--- src/rtl/lm32_tlb_refill.sv ---
// Two-level page-table walker: turns a TLB miss into a TLB update or a refill fault.
// Latency: accept T, L1 bus T+1, L2 bus T+2, update T+3, idle T+4; +1 cycle per wait state.
// Backpressure: miss_req is acked only in IDLE; bus waits are unbounded, abort never drops a bus cycle.
module lm32_tlb_refill #(
    parameter int page_size = 4096
) (
    input  logic        clk_i,
    input  logic        rst_i,
    input  logic [31:0] ptbr,
    input  logic        miss_req,
    input  logic [31:0] miss_vaddr,
    output logic        miss_ack,
    input  logic        abort,
    output logic        busy,
    output logic [31:0] wb_adr_o,
    output logic        wb_cyc_o,
    output logic        wb_stb_o,
    output logic        wb_we_o,
    output logic [3:0]  wb_sel_o,
    input  logic [31:0] wb_dat_i,
    input  logic        wb_ack_i,
    input  logic        wb_err_i,
    output logic        tlb_update,
    output logic [31:0] tlb_update_vaddr,
    output logic [31:0] tlb_update_paddr,
    output logic        refill_fault,
    output logic [1:0]  fault_code,
    output logic [31:0] fault_vaddr
);

    typedef enum logic [2:0] {
        S_IDLE   = 3'd0,
        S_L1     = 3'd1,
        S_L2     = 3'd2,
        S_UPDATE = 3'd3,
        S_FAULT  = 3'd4
    } state_t;

    state_t      state_q, state_d;
    logic [31:0] vaddr_q, vaddr_d;
    logic [19:0] base_q, base_d;
    logic [19:0] pte1_q, pte1_d;
    logic        abort_q, abort_d;
    logic [1:0]  code_n;

    logic        busy_d, cyc_d, upd_d, flt_d;
    logic [31:0] adr_d, uv_d, up_d, fv_d;
    logic        accept, term, kill;
    logic        unused_bits;

    // Low PTE flag bits and the page offset of ptbr carry no meaning here.
    assign unused_bits = ^{ptbr[11:0], wb_dat_i[11:1], page_size == 4096};

    assign accept   = (state_q == S_IDLE) && miss_req;
    assign term     = wb_ack_i | wb_err_i;
    assign kill     = abort | abort_q;
    assign miss_ack = accept;
    assign wb_stb_o = wb_cyc_o;
    assign wb_we_o  = 1'b0;
    assign wb_sel_o = 4'hF;

    always_ff @(posedge clk_i) begin
        if (rst_i) begin
            state_q          <= S_IDLE;
            vaddr_q          <= '0;
            base_q           <= '0;
            pte1_q           <= '0;
            abort_q          <= 1'b0;
            busy             <= 1'b0;
            wb_cyc_o         <= 1'b0;
            wb_adr_o         <= '0;
            tlb_update       <= 1'b0;
            tlb_update_vaddr <= '0;
            tlb_update_paddr <= '0;
            refill_fault     <= 1'b0;
            fault_code       <= 2'd0;
            fault_vaddr      <= '0;
        end else begin
            state_q          <= state_d;
            vaddr_q          <= vaddr_d;
            base_q           <= base_d;
            pte1_q           <= pte1_d;
            abort_q          <= abort_d;
            busy             <= busy_d;
            wb_cyc_o         <= cyc_d;
            wb_adr_o         <= adr_d;
            tlb_update       <= upd_d;
            tlb_update_vaddr <= uv_d;
            tlb_update_paddr <= up_d;
            refill_fault     <= flt_d;
            fault_code       <= code_n;
            fault_vaddr      <= fv_d;
        end
    end

    // Error beats ack; a pending abort turns any termination into a silent return to IDLE.
    always_comb begin
        state_d = state_q;
        code_n  = 2'd0;
        case (state_q)
            S_IDLE: begin
                if (miss_req) state_d = S_L1;
            end
            S_L1: begin
                if (term) begin
                    if (kill) begin
                        state_d = S_IDLE;
                    end else if (wb_err_i) begin
                        state_d = S_FAULT;
                        code_n  = 2'd3;
                    end else if (!wb_dat_i[0]) begin
                        state_d = S_FAULT;
                        code_n  = 2'd1;
                    end else begin
                        state_d = S_L2;
                    end
                end
            end
            S_L2: begin
                if (term) begin
                    if (kill) begin
                        state_d = S_IDLE;
                    end else if (wb_err_i) begin
                        state_d = S_FAULT;
                        code_n  = 2'd3;
                    end else if (!wb_dat_i[0]) begin
                        state_d = S_FAULT;
                        code_n  = 2'd2;
                    end else begin
                        state_d = S_UPDATE;
                    end
                end
            end
            S_UPDATE: state_d = S_IDLE;
            S_FAULT:  state_d = S_IDLE;
            default:  state_d = S_IDLE;
        endcase
    end

    always_comb begin
        vaddr_d = accept ? miss_vaddr : vaddr_q;
        base_d  = accept ? ptbr[31:12] : base_q;
        pte1_d  = (state_q == S_L1 && state_d == S_L2) ? wb_dat_i[31:12] : pte1_q;
        abort_d = (state_q == S_IDLE) ? 1'b0 : kill;
        busy_d  = (state_d != S_IDLE);
        cyc_d   = (state_d == S_L1) || (state_d == S_L2);
        upd_d   = (state_d == S_UPDATE);
        flt_d   = (state_d == S_FAULT);
        fv_d    = accept ? miss_vaddr : fault_vaddr;
        case (state_d)
            S_L1:    adr_d = {base_d, vaddr_d[31:22], 2'b00};
            S_L2:    adr_d = {pte1_d, vaddr_d[21:12], 2'b00};
            default: adr_d = wb_adr_o;
        endcase
        uv_d = upd_d ? {vaddr_q[31:12], 12'h000} : tlb_update_vaddr;
        up_d = upd_d ? {wb_dat_i[31:12], 12'h000} : tlb_update_paddr;
    end

endmodule

--- config.mk ---
export PLATFORM = sky130hd
export DESIGN_NAME = lm32_tlb_refill
export DESIGN_NICKNAME = d
export VERILOG_FILES = /design/src/rtl/lm32_tlb_refill.sv
export SDC_FILE = /design/constraint.sdc
export NUM_CORES = 1
export LEC_CHECK = 0
export ABC_AREA = 1
export CORE_ASPECT_RATIO = 0.5
export CORE_MARGIN = 10
export CORE_UTILIZATION = 41
export CTS_CLUSTER_SIZE = 28
export DETAILED_ROUTE_END_ITERATION = 12
export MAX_ROUTING_LAYER = met4
export PLACE_DENSITY = 0.76
export SYNTH_ARGS = -nofsm -noshare
export SYNTH_HDL_FRONTEND = slang
export SYNTH_SLANG_ARGS = --single-unit
--- constraint.sdc ---
create_clock -name clk_i -period 1.53 [get_ports clk_i]
set_input_delay 0.306 -clock clk_i [delete_from_list [all_inputs] [get_ports clk_i]]
set_output_delay 0.306 -clock clk_i [all_outputs]
set_load 0.02 [all_outputs]
; ---- Yosys cells after proc, flatten, opt, wreduce, memory -nomap -nowiden
; Cells that the tools add are included.
[word_totals]
inputBits = 102
register_bits = 186
elab_cells = 53
[op_classes]
n_bitwise = 2
n_reduce_logical = 7
mux = 23
eq_ne = 6
[ops]
columns = operator, n
row1 = $pmux 32 s2, 1
row2 = $mux 20, 2
row3 = $mux 32, 1
row4 = $mux 3, 9
row5 = $mux 2, 7
row6 = $eq 3x2->1 const B, 3
row7 = $pmux 3 s3, 1
row8 = $eq 3x1->1 const B, 2
row9 = $pmux 2 s2, 1
row10 = $eq 3x3->1 const B, 1
row11 = $logic_not 3->1, 1
row12 = $reduce_bool 3->1, 1
row13 = $logic_and 1x1->1, 2
row14 = $or 1x1->1, 2
row15 = $reduce_bool 2->1, 1
row16 = $reduce_or 2->1, 1
row17 = $logic_or 1x1->1, 1
row18 = $mux 1, 1

; ---- Logic depth before layout (Yosys ltp)
[depth]
word_depth = 9
mapped_depth = 12

; ---- Worst setup path before layout
; OpenSTA, ideal clock, no wires.
[synth_timing]
path_kind = reg2reg
startpoint = register state_q[0]
endpoint = register wb_adr_o[10]
period_less_slack_ns = 1.427
required_ns = 1.418
setup_ns = 0.112
stages_incl_launch_ff = 13
n_path_buf = 1
slack_ns = 0.103
arrival_time_ns = 1.315
path_cell_list = dfxtp_1 inv_1 nor2_1 nand2_1 nand2_1 inv_1 nor2_4 nand2_4 buf_4 nand2_1 nand2_1 nor2_1 nor2_1
[synth_via]
elab_chain_len = 4
elab_cells_between_ends = 13
classes_between = 4 x eq/ne / 6 x mux / 3 x reduce/logical
[synth_lines]
columns = element, line_no
row1 = "start, declared", 39  ; state_t state_q, state_d;
row2 = "start signal, assigned", 79  ; state_q <= state_d;
row3 = $eq 3x2->1 (tied with other cells), 100  ; case (state_q)
row4 = $pmux 3 s3 or $logic_and 1x1->1 (tied branches), "100, 54"
row5 = $eq 3x2->1 (tied with other cells), 150  ; case (state_d)
row6 = $pmux 32 s2 or $reduce_bool 2->1 (tied branches), -
row7 = "end signal, assigned", 86  ; wb_adr_o <= adr_d;
row8 = "end, declared", 15  ; output logic [31:0] wb_adr_o,
; Several ways; a longest one is shown, not always the timed one. The select of a mux whose other input is x is not followed.
; A chain may end at the register's enable or synchronous reset.

; ---- Worst setup path in the final report
[layout_timing]
startpoint = input port wb_ack_i
endpoint = register wb_adr_o[8]
[layout_via]
elab_chain_len = 5
elab_cells_between_ends = 8
classes_between = 2 x eq/ne / 4 x mux / 1 x bitwise / 1 x reduce/logical
[layout_lines]
columns = element, line_no
row1 = "start, declared", 21  ; input logic wb_ack_i,
row2 = $or 1x1->1 (*), 55  ; assign term = wb_ack_i | wb_err_i;
row3 = $mux 3 (on tied branches), "120, 105"
row4 = $pmux 3 s3 (*), 100
row5 = $eq 3x2->1 or $eq 3x1->1 (tied branches), 150
row6 = $pmux 32 s2 or $reduce_bool 2->1 (tied branches), -
; Every way passes the cells marked *; elsewhere a longest branch is shown, timed or not. The select of a mux whose other input is x is not followed.

==> impl_metrics.csv <==
group,metric,value,unit
run_status,outcome,"finished with violations",
run_status,failed_checks,"negative setup slack",
floorplan,num_rows,34,
clock_network,clock_latency,0.43,ns
run,cap_violations,0,
global_routing,grt_first_pass_wirelength,35810,um
timing,min_period,1.678,ns
layout,drive_gt1_share,14.81,%
synth,synth_xor_area_share,0,%
floorplan,core_area,17270,um2
timing,fin_worst_skew,0.009020,ns
worst_setup_path,timing.rr.start,"state_q[0]$_SDFF_PP0_",
timing,hold_violations,0,
synth,synth_top_area_cell,"dfxtp_1",
placed_design,place_congestion,0.8377,
timing,period_share,109.7,%
detailed_routing,routed_wirelength,22910,um
layout,multiInputGateArea,3191,um2
timing,worstMarginPinSlew,0.5019,ns
placed_design,placedCellCount,1410,
worst_setup_path,arrival,2.01,ns
layout,antenna_cells,0,
global_routing,globalRouteTotalUtil,19.51,%
timing,worst_slack,-0.1484,ns
detailed_routing,first_pass_iters,5,
placed_design,io_buffers,188,
detailed_routing,wl_per_cell,15.81,um
min_path,hold_path.class,"in2reg",
floorplan,start_util,41.45,%
layout,final_area,10420,um2
worst_setup_path,regToRegEndpoint,"wb_adr_o[8]$_SDFFE_PP0P_",
synth,yosysTopAreaCellShare,48.10,%
layout,final_cells,1449,
timing,fmax,595.8,MHz
min_path,holdPathStages,3,
floorplan,io_pins,243,
detailed_routing,drtIter0Drc,351,
layout,register_area,3447,um2
clock_network,cts_tree,"yes",
synth,synth_cell_types,26,
worst_setup_path,end_kind,"flop",
pwr,ir_drop,744.5,uV
worst_setup_path,cp-start-kind,"input pin",
synth,yosysWarnings,0,
pwr,pwr_density_cell,1074,nW/um2
global_routing,antenna_found_initial,0,
clock_network,cts_max_path_buffers,2,
floorplan,die_h,113.4,um
detailed_routing,final_antenna_net_count,0,
worst_setup_path,rr_worst_depth,12,
placed_design,placed_area,9579,um2
global_routing,grt_pass1_vias,7167,
floorplan,die_area,23470,um2
synth,synthMuxAreaShare,0,%
synth,netlist_top_cells_area,"dfxtp_1 (48%), nand2_1 (15%), a21oi_1 (6.6%), nor2_1 (6.2%), buf_4 (5.1%)",
timing,holdWs,0.3474,ns
min_path,holdCritStartpoint,"rst_i",
timing,setup_viol,30,
timing,drv_slew,0,
clock_network,cts_made_buffers,17,
synth,synth_compound_area_share,11.66,%
synth,syn_avg_cell_area,7.291,um2
layout,area_delta_synth_final,45.49,%
synth,ys_seq_area_share,48.10,%
clock_network,htree_levels,4,
clock_network,cts-root-buf,"clkbuf_16",
synth,netlist_area,7159,um2
worst_setup_path,path_class,"in2reg",
placed_design,dp_hpwl,16040,um
detailed_routing,drc,0,
synth,synth-seq-cells,172,
min_path,worstHoldEndpoint,"refill_fault$_SDFF_PP0_",
pwr,power,11.18,mW
layout,fill_cells,1553,
synth,synth-simple-area-share,28.77,%
global_routing,grt_max_degree,58,
clock_network,clk_pin_slew,0.07,ns
global_routing,grt_overflow,0,
worst_setup_path,rrSetupSlack,-0.14,ns
timing,rsz0062_at_grt,"true",
layout,fin_nets,1305,
synth,synth_top_family_by_area,"simple AND/OR/NAND/NOR gates",
detailed_routing,vias,6971,
synth,synth-adder-area-share,0,%
worst_setup_path,required,1.86,ns
detailed_routing,via_per_inst,4.811,
timing,relSlewSlack,66.54,%
floorplan,die_w,206.9,um
pwr,p_leak,5.173,nW
worst_setup_path,cp_max_fo,5,
synth,netlist_instances,982,
clock_network,cts_num_sinks,172,
-- what timing repair did --
action | CTS | global route
hold buffers | 0 | 0
pin swaps | 6 | 21
gates cloned | 4 | 3
endpoints found under the setup margin | 140 | 79
gates resized for setup | 151 | 38
endpoints found under the hold margin | 0 | 0
buffers inserted | 2 | 1
-- kinds of logic after synthesis --
family / after synthesis
flip-flops: 172
other: 2
AND/OR/NAND/NOR: 486
AO/OA/AOI/OAI: 166
buffers and inverters: 156
-- power breakdown --
| part | switching, mW | internal, mW |
|---|---|---|
| sequential | 0.106 | 4.70 |
| combinational | 1.09 | 0.819 |
| clock | 1.88 | 2.58 |
| total | 3.08 | 8.10 |
-- critical path, cell delays in order --
cell,delay (ns)
clkdlybuf4s50_1,0.54
nor2_4,0.07
nand3_1,0.16
nand2_4,0.09
nor2_4,0.22
nand2_8,0.15
clkbuf_16,0.20
nand2_2,0.05
nand2_1,0.06
nor2_1,0.10
nor2_1,0.06
-- registers in the layout, summed over array words and instances (netlist names) --
register and count:
fault_vaddr 32, wb_adr_o 30, base_q 20, pte1_q 20
tlb_update_paddr 20, tlb_update_vaddr 20, vaddr_q 20, state_q 3
fault_code 2, abort_q 1, busy 1, refill_fault 1
tlb_update 1, wb_cyc_o 1
-- worst max-delay path by stage --
stage                                      from                        end
final                                  wb_ack_i   wb_adr_o[8]$_SDFFE_PP0P_
after detailed placement               wb_err_i  wb_adr_o[16]$_SDFFE_PP0P_
after global routing      state_q[0]$_SDFF_PP0_   wb_adr_o[8]$_SDFFE_PP0P_
after global placement                 wb_err_i  wb_adr_o[21]$_SDFFE_PP0P_
after floorplan           state_q[0]$_SDFF_PP0_  wb_adr_o[10]$_SDFFE_PP0P_
after CTS                 state_q[2]$_SDFF_PP0_   wb_adr_o[4]$_SDFFE_PP0P_
-- cell type report --
type | instances | share of cell area (%)
inverter | 52 | 1.898
multi-input combinational | 684 | 30.63
timing repair buffer | 276 | 25.83
clock buffer | 19 | 4.156
clock inverter | 12 | 1.586
tap | 234 | 2.811
sequential | 172 | 33.09
-- cell usage in the layout (no fill, tap or decap), types with 4 or more instances in the layout --
cell type and instances:
buf_4 66, nor2_2 5, o21ai_2 18, dlygate4sd2_1 110
clkbuf_16 19, buf_16 4, buf_6 6, buf_12 12
nand3b_1 30, o21ai_0 49, inv_2 5, nand2_2 11
nand2_4 6, nand3_1 33, conb_1 31, nand2_1 275
dfxtp_1 169, clkdlybuf4s50_1 75, inv_1 46, nor2_4 8
a21oi_1 94, nor2_1 113
-- synth_stat cells --
cell type / instances
nand2_2: 4
o21ai_0: 59
clkbuf_1: 27
nand2_1: 287
conb_1: 2
buf_2: 18
dfxtp_1: 172
a31oi_1: 1
buf_1: 7
nor2_4: 4
inv_2: 3
o21ai_1: 11
buf_6: 3
nor2_1: 118
nand3b_1: 30
nand2_4: 1
nand3_4: 1
nor3_1: 2
nand3_1: 34
a21oi_1: 94
nand3_2: 1
clkinv_1: 1
inv_1: 48
a211oi_1: 1
nor2_2: 4
buf_4: 49
-- layer usage --
layer  track usage (%)  wire length, um  up-vias  share of wire (%)
met5                 -                0        -                  0
met3             3.595             1121       39                4.9
met1             21.19             9346     3295                 41
li1                  -                -     3480                  -
met4             6.862              461        0                2.0
met2             35.19            11980      157                 52
-- stage by stage --
step                      util [%]  setup WS, ns  TNS (ns)
after floorplan                  -        0.1032         0
after global routing         60.31       -0.2420    -5.789
after detailed placement     55.46       -0.5346    -48.50
after global placement       55.46       -0.4642    -41.62
final                        60.31       -0.1484    -2.717
after CTS                    59.45       -0.1714    -4.110
(Power assumes the default switching activity.)
